===== src/rtl/dunc16_pkg.sv =====
// Shared types and constants for the dunc16 timing sequencer.
package dunc16_pkg;
    localparam int ICOUNT_W = 16;

    typedef enum logic [3:0] {
        ST_IDLE,
        ST_F0, ST_F1, ST_F2, ST_F3,
        ST_E0, ST_E1, ST_E2, ST_E3
    } state_t;
endpackage


===== src/rtl/dunc16_timing_if.sv =====
// Control inputs and timing-strobe outputs of the dunc16 sequencer.
interface dunc16_timing_if;
    import dunc16_pkg::*;

    logic                RUN;
    logic                STEP;
    logic                HALT_REQ;
    logic                SHORT_EXEC;
    logic                FETCH;
    logic                EXECUTE;
    logic                T0, T1, T2, T3;
    logic                INSTR_DONE;
    logic                HALTED;
    logic [ICOUNT_W-1:0] ICOUNT;

    modport master (
        output RUN, STEP, HALT_REQ, SHORT_EXEC,
        input  FETCH, EXECUTE, T0, T1, T2, T3, INSTR_DONE, HALTED, ICOUNT
    );

    modport slave (
        input  RUN, STEP, HALT_REQ, SHORT_EXEC,
        output FETCH, EXECUTE, T0, T1, T2, T3, INSTR_DONE, HALTED, ICOUNT
    );
endinterface


===== src/rtl/dunc16_rise_detect.sv =====
// Registered rising-edge detector: din is sampled twice so the pulse depends
// only on flops, never on the raw asynchronous level.
module dunc16_rise_detect (
    input  logic CLK,
    input  logic RESET,
    input  logic din,
    output logic rise
);
    logic [1:0] sh;

    always_ff @(posedge CLK or negedge RESET) begin
        if (!RESET) sh <= '0;
        else        sh <= {sh[0], din};
    end

    assign rise = sh[0] & ~sh[1];
endmodule


===== src/rtl/dunc16_timing.sv =====
// dunc16 instruction timing sequencer: fetch F0-F3, execute E0-E3 (or E0-E1
// when short), with run / single-step / halt control and an instruction counter.
module dunc16_timing
    import dunc16_pkg::*;
(
    input  logic           CLK,
    input  logic           RESET,
    dunc16_timing_if.slave bus
);
    state_t              state;
    logic                run_flag, step_pend, halt_lat;
    logic                instr_done, halted;
    logic [ICOUNT_W-1:0] icount;
    logic                run_rise, run_now, is_exec, instr_end, halt_now;
    logic                fetch, exec;
    logic [3:0]          t;

    dunc16_rise_detect u_rise (
        .CLK  (CLK),
        .RESET(RESET),
        .din  (bus.RUN),
        .rise (run_rise)
    );

    // A RUN drop in the final cycle must still stop the sequencer, so gate the flag.
    assign run_now   = run_flag & bus.RUN;
    assign is_exec   = state inside {ST_E0, ST_E1, ST_E2, ST_E3};
    assign instr_end = (state == ST_E3) || (state == ST_E1 && bus.SHORT_EXEC);
    assign halt_now  = halt_lat | bus.HALT_REQ;

    always_ff @(posedge CLK or negedge RESET) begin
        if (!RESET) begin
            state      <= ST_IDLE;
            run_flag   <= 1'b0;
            step_pend  <= 1'b0;
            halt_lat   <= 1'b0;
            instr_done <= 1'b0;
            halted     <= 1'b0;
            icount     <= '0;
        end else begin
            instr_done <= instr_end;
            if (run_rise)                     run_flag  <= 1'b1;
            if (!bus.RUN)                     run_flag  <= 1'b0;
            if (is_exec && bus.HALT_REQ)      halt_lat  <= 1'b1;
            if (state == ST_IDLE && bus.STEP) step_pend <= 1'b1;

            case (state)
                ST_IDLE: if (run_now || step_pend) begin
                    state  <= ST_F0;
                    halted <= 1'b0;
                end
                ST_F0:   state <= ST_F1;
                ST_F1:   state <= ST_F2;
                ST_F2:   state <= ST_F3;
                ST_F3:   state <= ST_E0;
                ST_E0:   state <= ST_E1;
                ST_E1:   state <= ST_E2;
                ST_E2:   state <= ST_E3;
                ST_E3:   state <= ST_IDLE;
                default: state <= ST_IDLE;
            endcase

            if (instr_end) begin
                icount    <= icount + 1'b1;
                halt_lat  <= 1'b0;
                step_pend <= 1'b0;
                if (halt_now) begin
                    state    <= ST_IDLE;
                    halted   <= 1'b1;
                    run_flag <= 1'b0;
                end else if (step_pend) begin
                    state <= ST_IDLE;
                end else if (run_now) begin
                    state <= ST_F0;
                end else begin
                    state <= ST_IDLE;
                end
            end
        end
    end

    always_comb begin
        fetch = 1'b0;
        exec  = 1'b0;
        t     = 4'b0000;
        case (state)
            ST_F0:   begin fetch = 1'b1; t = 4'b0001; end
            ST_F1:   begin fetch = 1'b1; t = 4'b0010; end
            ST_F2:   begin fetch = 1'b1; t = 4'b0100; end
            ST_F3:   begin fetch = 1'b1; t = 4'b1000; end
            ST_E0:   begin exec  = 1'b1; t = 4'b0001; end
            ST_E1:   begin exec  = 1'b1; t = 4'b0010; end
            ST_E2:   begin exec  = 1'b1; t = 4'b0100; end
            ST_E3:   begin exec  = 1'b1; t = 4'b1000; end
            default: ;
        endcase
    end

    assign bus.FETCH      = fetch;
    assign bus.EXECUTE    = exec;
    assign bus.T0         = t[0];
    assign bus.T1         = t[1];
    assign bus.T2         = t[2];
    assign bus.T3         = t[3];
    assign bus.INSTR_DONE = instr_done;
    assign bus.HALTED     = halted;
    assign bus.ICOUNT     = icount;
endmodule


===== src/flat_wrapper.sv =====
// flat-port wrapper written by rule: the top's interface ports become plain ports
module dunc16_timing_flat import dunc16_pkg::*;
  (CLK, RESET, bus_RUN, bus_STEP, bus_HALT_REQ, bus_SHORT_EXEC, bus_FETCH, bus_EXECUTE, bus_T0, bus_T1, bus_T2, bus_T3, bus_INSTR_DONE, bus_HALTED, bus_ICOUNT);
  dunc16_timing_if bus_i ();
  input  logic CLK;
  input  logic RESET;
  input wire logic [$bits(bus_i.RUN)-1:0] bus_RUN;
  input wire logic [$bits(bus_i.STEP)-1:0] bus_STEP;
  input wire logic [$bits(bus_i.HALT_REQ)-1:0] bus_HALT_REQ;
  input wire logic [$bits(bus_i.SHORT_EXEC)-1:0] bus_SHORT_EXEC;
  output wire logic [$bits(bus_i.FETCH)-1:0] bus_FETCH;
  output wire logic [$bits(bus_i.EXECUTE)-1:0] bus_EXECUTE;
  output wire logic [$bits(bus_i.T0)-1:0] bus_T0;
  output wire logic [$bits(bus_i.T1)-1:0] bus_T1;
  output wire logic [$bits(bus_i.T2)-1:0] bus_T2;
  output wire logic [$bits(bus_i.T3)-1:0] bus_T3;
  output wire logic [$bits(bus_i.INSTR_DONE)-1:0] bus_INSTR_DONE;
  output wire logic [$bits(bus_i.HALTED)-1:0] bus_HALTED;
  output wire logic [$bits(bus_i.ICOUNT)-1:0] bus_ICOUNT;
  assign bus_i.RUN = bus_RUN;
  assign bus_i.STEP = bus_STEP;
  assign bus_i.HALT_REQ = bus_HALT_REQ;
  assign bus_i.SHORT_EXEC = bus_SHORT_EXEC;
  assign bus_FETCH = bus_i.FETCH;
  assign bus_EXECUTE = bus_i.EXECUTE;
  assign bus_T0 = bus_i.T0;
  assign bus_T1 = bus_i.T1;
  assign bus_T2 = bus_i.T2;
  assign bus_T3 = bus_i.T3;
  assign bus_INSTR_DONE = bus_i.INSTR_DONE;
  assign bus_HALTED = bus_i.HALTED;
  assign bus_ICOUNT = bus_i.ICOUNT;
  dunc16_timing u_core (.CLK(CLK), .RESET(RESET), .bus(bus_i));
endmodule

===== config.mk =====
export PLATFORM = sky130hd
export DESIGN_NAME = dunc16_timing_flat
export DESIGN_NICKNAME = d
export VERILOG_FILES = /design/src/rtl/dunc16_pkg.sv /design/src/rtl/dunc16_timing_if.sv /design/src/rtl/dunc16_rise_detect.sv /design/src/rtl/dunc16_timing.sv /design/src/flat_wrapper.sv
export SDC_FILE = /design/constraint.sdc
export NUM_CORES = 1
export LEC_CHECK = 0
export ABC_AREA = 1
export CAP_MARGIN = 20
export CORE_MARGIN = 5
export CORE_UTILIZATION = 35
export DETAILED_ROUTE_END_ITERATION = 12
export HOLD_SLACK_MARGIN = 0.02
export PLACE_DENSITY_LB_ADDON = 0.25
export SLEW_MARGIN = 30
export SYNTH_ARGS = -nofsm -noshare
export SYNTH_HDL_FRONTEND = slang
export SYNTH_SLANG_ARGS = --single-unit

===== constraint.sdc =====
create_clock -name CLK -period 1.7 [get_ports CLK]
set_input_delay 0.51 -clock CLK [delete_from_list [all_inputs] [get_ports CLK]]
set_output_delay 0.51 -clock CLK [all_outputs]
set_load 0.05 [all_outputs]

Yosys cells after proc, flatten, opt, wreduce, memory -nomap -nowiden
Cells that the tools add are included.
{"block": "totals", "regBits": 27, "in_bits": 6, "out_inout_bits": 24}
{"block": "classes", "mux": 21, "reduce_logical": 15, "n_eq_ne": 9, "n_addsub": 1, "bitwise": 4}
{"cell": "$pmux W4 S8", "n": 1}
{"cell": "$add A16 B1 Y16 const B", "n": 1}
{"cell": "$eq A4 B3 Y1 const B", "n": 4}
{"cell": "$mux W4", "n": 4}
{"cell": "$pmux W4 S4", "n": 1}
{"cell": "$mux W1", "n": 15}
{"cell": "$eq A4 B2 Y1 const B", "n": 2}
{"cell": "$reduce_or A2 Y1", "n": 4}
{"cell": "$reduce_or A4 Y1", "n": 2}
{"cell": "$eq A4 B1 Y1 const B", "n": 1}
{"cell": "$eq A4 B4 Y1 const B", "n": 1}
{"cell": "$logic_not A4 Y1", "n": 1}
{"cell": "$reduce_bool A2 Y1", "n": 2}
{"cell": "$reduce_bool A4 Y1", "n": 1}
{"cell": "$logic_and A1 B1 Y1", "n": 3}
{"cell": "$ne A3 B2 Y1 const B", "n": 1}
{"cell": "$and A1 B1 Y1", "n": 2}
{"cell": "$logic_or A1 B1 Y1", "n": 2}
{"cell": "$not A1 Y1", "n": 1}
{"cell": "$or A1 B1 Y1", "n": 1}

Longest topological paths before layout
Gate-level depths: netlist of run 1.
{"block": "depth", "ltp_word": 6, "mapped_depth": 9, "mapped_depth_nobuf": 8}

Modules after synthesis
A second synthesis of run 1 with hierarchy kept.
{"block": "unflattened", "hier_cells": 182, "hier_area_um2": 1412.6}
{"module": "dunc16_timing", "cells_per_inst": 178, "instances": 1, "area_each_um2": 1352.5}
{"module": "dunc16_rise_detect", "cells_per_inst": 4, "instances": 1, "area_each_um2": 60.1}

Worst setup path before layout of run 1
OpenSTA, ideal clock, no wires.
{"block": "synth_path", "kind": "register to output", "from": "register u_core.state[3]", "to": "output port bus_EXECUTE", "n_path_buf": 0, "arrival_time_ns": 1.723, "path_slack_ns": -0.533, "path_stages_with_launch": 4, "path_cell_list": "dfrtp_1 > inv_2 > nand2_1 > o21ai_0"}
{"block": "synth_via", "elab_chain_cells": 3, "elab_cells_between_ends": 6, "classes_between": "eq/ne: 4; mux: 1; reduce/logical: 1"}
{"item": "start, declared", "line": "dunc16_timing.sv:10", "rtl": "state_t state;"}
{"item": "start signal, assigned", "line": "dunc16_timing.sv:33", "rtl": "state <= ST_IDLE;"}
{"item": "start signal, assigned", "line": "dunc16_timing.sv:49", "rtl": "state <= ST_F0;"}
{"item": "start signal, assigned", "line": "dunc16_timing.sv:52", "rtl": "ST_F0: state <= ST_F1;"}
{"item": "$eq A4 B4 Y1 / $eq A4 B3 Y1 (equally long branches)", "line": "dunc16_timing.sv:86", "rtl": "case (state)"}
{"item": "$reduce_or A4 Y1 (no line) (*)"}
{"item": "$mux W1 (*)", "line": "dunc16_timing.sv:86"}
{"item": "end, declared", "line": "flat_wrapper.sv:12", "rtl": "output wire logic [$bits(bus_i.EXECUTE)-1:0] bus_EXECUTE;"}
Every way passes the cells marked *; elsewhere a longest branch is shown, timed or not.

Final worst setup path of run 1
{"block": "layout_path", "from": "register u_core.state[3]", "to": "output port bus_T1"}
{"block": "layout_via", "elab_chain_cells": 3, "elab_cells_between_ends": 13, "classes_between": "eq/ne: 8; mux: 1; reduce/logical: 4"}
{"item": "$eq A4 B3 Y1 (tied with other cells)", "line": "dunc16_timing.sv:86"}
{"item": "$reduce_or A2 Y1 (no line)"}
{"item": "$pmux W4 S4 (*)", "line": "dunc16_timing.sv:86"}
{"item": "end, declared", "line": "flat_wrapper.sv:14", "rtl": "output wire logic [$bits(bus_i.T1)-1:0] bus_T1;"}
Marked as above.

==> results of run 1 <==
-- power by group through the flow --
| stage | Sequential [uW] | Combinational (uW) | Clock (uW) |
|---|---|---|---|
| 4_1_cts | 971 | 2110 | 395 |
| 3_5_place_dp | 965 | 2030 | 0 |
| 6_report | 982 | 2150 | 383 |
| 2_1_floorplan | 1190 | 894 | 0 |
| 5_1_grt | 1010 | 2290 | 413 |
| 3_3_place_gp | 962 | 2020 | 0 |
-- metrics by stage --
stage / total power (uW) / setup TNS [ps] / hold slack, ps / utilization
CTS: 3480 / -427.9 / 399.5 / 0.5405
floorplan: 2081 / -206.3 / 214.4 / -
finish: 3519 / -286.8 / 394.3 / 0.5483
detailed placement: 3000 / -3.508 / 374.2 / 0.5186
global route: 3712 / -633.3 / 405.2 / 0.5483
global placement: 2980 / 0 / 363.4 / 0.5186
-- what timing repair did --
action | CTS | global route
pin swaps | 2 | 1
gates resized for setup | 9 | 9
hold buffers | 0 | 0
setup buffers | 1 | 1
setup endpoints to repair | 6 | 6
-- routing by layer --
layer,global-route usage,vias up
met5,0,-
met4,0.04024,0
met3,0.02703,4
met2,0.2077,22
met1,0.1629,586
li1,-,630
-- area by class of cell --
type | count | area (sq um)
Multi-Input combinational cell | 127 | 703.2
Clock inverter | 1 | 7.507
Sequential cell | 27 | 683.2
Fill cell | 362 | 1807
Tap cell | 50 | 62.56
Clock buffer | 3 | 41.29
Inverter | 20 | 75.07
Timing Repair Buffer | 40 | 620.6
-- Yosys cell counts --
library cell   n
nor3_2         2
nand3_1        3
xnor2_1        5
buf_12         1
nand4_1        4
dfrtp_1       27
inv_2          4
nor2_2         5
xor2_1         3
a31oi_1        1
buf_8          1
nand2_8        1
inv_1         16
nand2_2        1
xor2_2         1
nand3_2        2
nand2_1       57
o21ai_1        3
o21ai_0        5
o21ai_2        1
nand3b_1       1
ha_1           1
nand3_4        1
nor2_1        22
nor3_1         5
a21oi_1        2
o21a_1         1
-- sequential cells by signal (all words and copies together) (netlist names) --
name                   count
u_core.bus.HALTED          1
u_core.bus.ICOUNT         16
u_core.bus.INSTR_DONE      1
u_core.halt_lat            1
u_core.run_flag            1
u_core.state               4
u_core.step_pend           1
u_core.u_rise.sh           2
-- logic make-up (layout without fill, tap and decap cells) --
logic type	count (synthesis)	in the layout	synth area share
buf+inv	22	64	0.07639
xor+xnor	9	9	0.05990
simple gates	104	104	0.3359
fa+ha+maj	1	1	0.008679
flops	27	27	0.4688
compound gates	13	13	0.05035
-- how the worst max path moves through the flow --
stage,slack [ps],cells past startpoint,endpoint
after floorplan,-150,3,bus_EXECUTE
after detailed placement,-4,5,u_core.bus.HALTED
after global routing,-140,3,bus_T1
after CTS,-100,3,bus_T1
after global placement,40,5,u_core.bus.ICOUNT[3]
final,-90,3,bus_T1
==> out/metrics.cfg, run 1 <==
[sta]
fin_crit_ps = 1791
hold_violations = 0
finalSetupViolCount = 6
rsz0062_at_grt = true
worst_slack_ps = -90.78
fmaxAchievable_mhz = 558.4
fin_worst_skew_ps = 4.451
relSlewSlack = 0.7703
tightest_slew_ps = 344.5
final.period_utilization = 1.053
slew_viol_final = 0

[clock_network]
clk_path_buf_depth = 2
cts_tree = done
cts_root_buffer = clkbuf_8
htree_levels = 1
clk_latency_ps = 280
clk_pin_slew_worst_paths_ps = 100
cts.sinks = 27
cts_buffers = 3

[worst_hold_path]
hold_class = reg -> reg
holdPathStages = 0
holdPathEnd = u_core.u_rise.sh[1]
min_from = u_core.u_rise.sh[0]

[worst_setup_path]
end_kind = primary output
crit_slowest_cell = dfrtp_2
critPathLaunch = u_core.state[3]
reg2reg_depth = 7
worstPathMaxFanout = 4
crit_family = flip-flops
r2r_slack_ps = 230
crit_arrival_ps = 1280
crit_type = reg -> out
cp_cell_sequence = buf_6 -> nor3_4 -> buf_12
r2r-start = u_core.bus.ICOUNT[1]
cpPeakStageDelay_ps = 460
cp.buffers_inverters = 2
cp.required_ps = 1190
r2r_end = u_core.bus.ICOUNT[10]
crit_path_start_kind = flip-flop

[cells_and_area]
syn2layout_area_growth_pct = 52.17
final_common_cell = nand2_1
postLayoutCellArea_sq_um = 2193
final_cell_mix = nand2_1 (54), buf_12 (24), dfrtp_1 (21)
num-nets-final = 226
num_antenna_cells = 0
drive_gt1_frac = 0.3303
fin_cells = 268

[detailed_routing]
viasPerCell = 4.634
routed-wl-met2_mm = 1.461
dr.pass1.iters = 4
wirelength_met1_mm = 1.452
wl_per_cell_microns = 11.54
drc = 0
top_layer = met4
vias = 1242
ant_nets = 0
dr_wl_met3_microns = 142
drtIter0Drc = 39
wl_mm = 3.094

[floorplanning]
die_w_microns = 74.18
die_area_sq_um = 5502
rows = 23
die_h_microns = 74.18
initial_core_util = 0.3603
core_area_sq_um = 4000
io_pins = 30

[placed_design]
place_ws_ps = -3.508
placed_cells = 262
placed_cell_area_sq_um = 2074
dp_hpwl_mm = 2.289
finalWeightedCongestion = 0.8250
portBuffers = 29

[outcome]
status = finished with violations
violations = setup timing

[logic_synthesis]
syn_inst = 176
avgSynthCellArea_sq_um = 8.190
netlist.top_cell.by_area = dfrtp_1
synth_top_area_frac = 0.4688
synthDistinctLibCells = 27
seq_area_frac_synth = 0.4688
ys_seq_elements = 27
synthTopCellsByArea = dfrtp_1 (47%), nand2_1 (15%), nor2_1 (5.7%)
yosys_warnings = 0
syn_area_sq_um = 1441
synth_fp_nets = 183

[global_routing]
grt-ovfl-total = 0
gr-usage-all-layers = 0.1252
grt_first_pass_wirelength_mm = 5.382
grt_max_degree = 28
grt_pass1_vias = 1237
antenna_found_initial = 0

[power]
p_per_area_nw_per_um2 = 1604
peakVddDrop_uv = 1052
clkPwrFrac = 0.109
power.switching_uw = 1578
sequentialPowerShare = 0.279
internal_power_uw = 1941
p_leak_uw = 0.0009673
swShare = 0.4485
pwr-share-comb = 0.612

[flow_run]
cap_viol_max_count = 0

No activity file was read; power rests on OpenSTA's default activity.
==> run 2, diff against run 1 <==
GPL_ROUTABILITY_DRIVEN = 0   (was unset)
clock period = 1.9 ns   (was 1.7 ns; I/O delays follow)
==> run 2 against run 1 <==
The run now ends clean. Sequential cell count did not move. Critical path depth rose by 1. Clock power fell by 14%. Register-to-register slack improved by 180 ps. Largest power group unchanged.
==> out/metrics.cfg, run 2 (same netlist as run 1, synthesis figures left out) <==
[placed_design]
portBuffers = 29
dp_hpwl_mm = 2.186
place_ws_ps = 132.7
placed_cells = 258

[power]
power.switching_uw = 1318
internal_power_uw = 1533
p_leak_uw = 0.0009104
swShare = 0.4624
sequentialPowerShare = 0.300
clkPwrFrac = 0.115
peakVddDrop_uv = 664.1
pwr-share-comb = 0.584
p_per_area_nw_per_um2 = 1420

[cells_and_area]
drive_gt1_frac = 0.2783
final_cell_mix = nand2_1 (56), dfrtp_1 (24), nor2_1 (20)
largest_reg_flops = 16
num_antenna_cells = 0
num-nets-final = 220
final_common_cell = nand2_1
n_fill_cell = 392
fin_cells = 262
syn2layout_area_growth_pct = 39.32

[sta]
final.period_utilization = 0.9664
hold_violations = 0
slew_viol_final = 0
relSlewSlack = 0.7657
fin_crit_ps = 1836
finalSetupViolCount = 0
fmaxAchievable_mhz = 544.6
fin_worst_skew_ps = 2.668
rsz0062_at_grt = true
worst_slack_ps = 63.84
tightest_slew_ps = 351.5

[clock_network]
cts_tree = done
cts.sinks = 27
clk_pin_slew_worst_paths_ps = 90
cts_root_buffer = clkbuf_8
cts_setup_buffers = 0
cts_buffers = 3
postCtsHoldBufs = 0
clk_path_buf_depth = 2
htree_levels = 1
clk_latency_ps = 270

[worst_hold_path]
hold_class = reg -> reg

[floorplanning]
rows = 23
die_w_microns = 74.18
die_h_microns = 74.18
die_area_sq_um = 5502
core_area_sq_um = 4000
initial_core_util = 0.3603
io_pins = 30

[worst_setup_path]
crit_family = flip-flops
cp_cell_sequence = nor2_4 -> nand3_1 -> nand2_1 -> buf_12
crit_type = reg -> out
cp.required_ps = 1330
worstPathMaxFanout = 7
end_kind = primary output
crit_arrival_ps = 1270
cp.buffers_inverters = 1
crit_slowest_cell = dfrtp_2
cpPeakStageDelay_ps = 480
crit_path_start_kind = flip-flop

[global_routing]
gr-usage-all-layers = 0.1140
grt_max_degree = 29
grt-ovfl-total = 0
grt_first_pass_wirelength_mm = 4.809
grt_pass1_vias = 1114
antenna_found_initial = 0

[detailed_routing]
dr.pass1.iters = 4
viasPerCell = 4.519
drtIter0Drc = 38
wl_mm = 2.969
wl_per_cell_microns = 11.33
vias = 1184
drc = 0
ant_nets = 0

[flow_run]
cap_viol_max_count = 0

[outcome]
status = finished, final reports clean

[run 2: cell count changes in the layout (fill, tap and decap cells not counted), moves of 2 or more]
| cell | before | now |
|---|---|---|
| buf_12 | 24 | 16 |
| dfrtp_1 | 21 | 24 |
| dfrtp_2 | 6 | 3 |
| buf_4 | 9 | 13 |
| buf_6 | 2 | 0 |
| nand2_1 | 54 | 56 |
| nand2_2 | 4 | 2 |
[run 2: through the flow]
stage	hold WS (ps)	util	total power, uW	cell area [sq um]	TNS, ps
CTS	395.9	0.4998	2871	1999	0
global route	406.3	0.5020	3003	2008	-1.346
floorplan	274.4	-	1858	1446	-5.032
global placement	366.5	0.4855	2499	1942	0
detailed placement	372.3	0.4855	2510	1942	0
finish	387.6	0.5020	2851	2008	0
[run 2: path summary, 6_finish.rpt]
check / startpoint / endpoint / slack, ps / depth (start not counted)
worst max-delay path: u_core.state[0] / bus_FETCH / 60 / 4
worst min-delay path: u_core.u_rise.sh[0] / u_core.u_rise.sh[1] / 390 / 0
worst max register to register: u_core.bus.ICOUNT[1] / u_core.bus.ICOUNT[10] / 410 / 7
worst min register to register: u_core.u_rise.sh[0] / u_core.u_rise.sh[1] / 390 / 0
max in group asynchronous: RESET / u_core.state[1] / 950 / 2
min in group asynchronous: RESET / u_core.state[3] / 670 / 2
[run 2: layout make-up]
cell class                 instances  area, sq um  share of cell area
inverter                          20        75.07             0.03738
timing repair buffer              34        467.9              0.2330
multi-input combinational        127        676.9              0.3371
sequential                        27        679.4              0.3383
clock buffer                       3        41.29             0.02056
tap                               50        62.56             0.03115
clock inverter                     1        5.005            0.002492
[run 2: worst register-to-register path, delay by kind of cell (launching register included)]
family	cells	cell delay [ps]
flip-flops	1	420
adder cells (fa/ha/maj)	1	240
XOR/XNOR	1	130
AND/OR/NAND/NOR	5	590
[run 2: repair_timing]
action,in CTS,in global routing
pin swaps,0,2
endpoints found under the setup margin,3,5
resized for setup,4,4
[run 2: routing by layer]
metal	global-route usage	up-vias	wire length, microns
met4	0.04829	0	46
li1	-	619	-
met2	0.1811	25	1381
met5	0	-	0
met1	0.1522	535	1414
met3	0.02162	5	127
[run 2: power by group through the flow]
stage / clock, uW / combinational, uW / sequential, uW
finish: 329 / 1670 / 856
CTS: 342 / 1680 / 848
floorplan: 0 / 800 / 1060
detailed placement: 0 / 1660 / 848
global placement: 0 / 1650 / 847
global route: 359 / 1760 / 880
==> run 3, diff against run 2 <==
SETUP_SLACK_MARGIN = 0.1   (was unset)
==> run 3 against run 2 <==
Total power rose by 4.5%. Maximum frequency decreased by 0.84%. Register-to-register slack got worse by 100 ps. Global-route usage is 0.37 points higher. Clock skew hardly changed. Wire length grew 4.2%. First-iteration DRC count shrank 5.3%. Non-clock buffer count increased by 4. Cell count up 1.5%. Critical path type unchanged. Highest routed layer unchanged.
==> out/metrics.cfg, run 3 (same netlist as run 1, synthesis figures left out) <==
[outcome]
status = finished, final reports clean

[cells_and_area]
num-nets-final = 224
postLayoutCellArea_sq_um = 2074
final_common_cell = nand2_1
num_antenna_cells = 0
syn2layout_area_growth_pct = 43.92
drive_gt1_frac = 0.3194
final_cell_mix = nand2_1 (54), dfrtp_1 (23), nor2_1 (18)
largest_reg_flops = 16

[placed_design]
dp_hpwl_mm = 2.186
portBuffers = 29
placed_cell_area_sq_um = 1942

[power]
pwr-share-comb = 0.598
internal_power_uw = 1603
swShare = 0.4622
p_leak_uw = 0.0009333
finalPower_uw = 2981
p_per_area_nw_per_um2 = 1437
peakVddDrop_uv = 663.3
power.switching_uw = 1378
clkPwrFrac = 0.110
sequentialPowerShare = 0.291

[clock_network]
clk_path_buf_depth = 2
clk_latency_ps = 270
cts_tree = done
htree_levels = 1
clk_pin_slew_worst_paths_ps = 90
cts_root_buffer = clkbuf_8
cts_buffers = 3
cts.sinks = 27

[sta]
relSlewSlack = 0.7654
tightest_slew_ps = 351.9
rsz0062_at_grt = true
final.period_utilization = 0.9746
finalSetupViolCount = 0
fmaxAchievable_mhz = 540.0
fin_worst_skew_ps = 2.365
slew_viol_final = 0
hold_violations = 0
fin_crit_ps = 1852
hold_slack_ps = 387.6

[detailed_routing]
drc = 0
vias = 1221
wl_per_cell_microns = 11.63
ant_nets = 0
dr.pass1.iters = 4
viasPerCell = 4.590
wl_mm = 3.093
drtIter0Drc = 36

[worst_setup_path]
worstPathMaxFanout = 7
crit_path_start_kind = flip-flop
crit_arrival_ps = 1280
crit_slowest_cell = dfrtp_2
crit_type = reg -> out
cpPeakStageDelay_ps = 480
cp_cell_sequence = nor2_4 -> nand2_2 -> o21ai_4 -> buf_12
cp.required_ps = 1330
crit_family = flip-flops
end_kind = primary output
cp.buffers_inverters = 1

[floorplanning]
die_w_microns = 74.18
io_pins = 30
die_area_sq_um = 5502
core_area_sq_um = 4000
rows = 23
initial_core_util = 0.3603
die_h_microns = 74.18

[global_routing]
grt_pass1_vias = 1161
grt_first_pass_wirelength_mm = 4.981
gr-usage-all-layers = 0.1177
grt_max_degree = 29
grt-ovfl-total = 0
antenna_found_initial = 0

[worst_hold_path]
hold_class = reg -> reg

[flow_run]
cap_viol_max_count = 0

-- run 3: cell types whose count changed in the layout (fill, tap and decap cells not counted), sizes merged --
cell  before  now
buf       29   33
-- run 3: what timing repair did --
action / 4_1_cts / 5_1_grt
pin swaps: 3 / 2
setup buffers: 3 / 1
setup endpoints to repair: 6 / 6
resized for setup: 10 / 8
hold buffers: 0 / 0
-- run 3: worst register-to-register path: cells and delay by family (launching register included) --
kind | cells | cell delay (ps)
buf+inv | 3 | 390
flops | 1 | 480
simple gates | 5 | 620
-- run 3: cell type report --
cell class,instances,area (sq um)
fill,382,1926
multi-input combinational,127,709.4
inverter,20,77.57
timing repair buffer,38,498.0
tap,50,62.56
sequential,27,680.7
clock buffer,3,41.29
clock inverter,1,5.005
-- run 3: power by group through the flow --
stage	clock network (uW)	registers (uW)	logic, uW
6_report	329	868	1780
5_1_grt	359	891	1890
3_3_place_gp	0	847	1650
3_5_place_dp	0	848	1660
2_1_floorplan	0	1060	800
4_1_cts	342	853	1740
-- run 3: path summary, 6_finish.rpt --
path	endpoint	slack, ps	startpoint	cells past startpoint
min	u_core.u_rise.sh[1]	390	u_core.u_rise.sh[0]	0
min in group asynchronous	u_core.state[3]	670	RESET	2
max	bus_EXECUTE	50	u_core.state[0]	4
max reg2reg	u_core.state[0]	310	u_core.state[0]	8
min reg2reg	u_core.u_rise.sh[1]	390	u_core.u_rise.sh[0]	0
max in group asynchronous	u_core.state[1]	950	RESET	2
-- run 3: layer usage --
| layer | global-route usage | vias to the layer above | share of wire |
|---|---|---|---|
| li1 | - | 626 | - |
| met1 | 0.1530 | 565 | 0.46 |
| met2 | 0.1900 | 25 | 0.48 |
| met3 | 0.02297 | 5 | 0.041 |
| met4 | 0.05231 | 0 | 0.015 |
| met5 | 0 | - | 0 |
-- run 3: per-stage QoR --
step,worst slack [ps],std cells,util,setup TNS [ps]
2_1_floorplan,-5.032,176,-,-5.032
3_3_place_gp,167.9,258,0.4855,0
3_5_place_dp,132.7,258,0.4855,0
4_1_cts,57.95,265,0.5105,0
5_1_grt,-7.431,266,0.5186,-13.76
6_report,48.20,266,0.5186,0
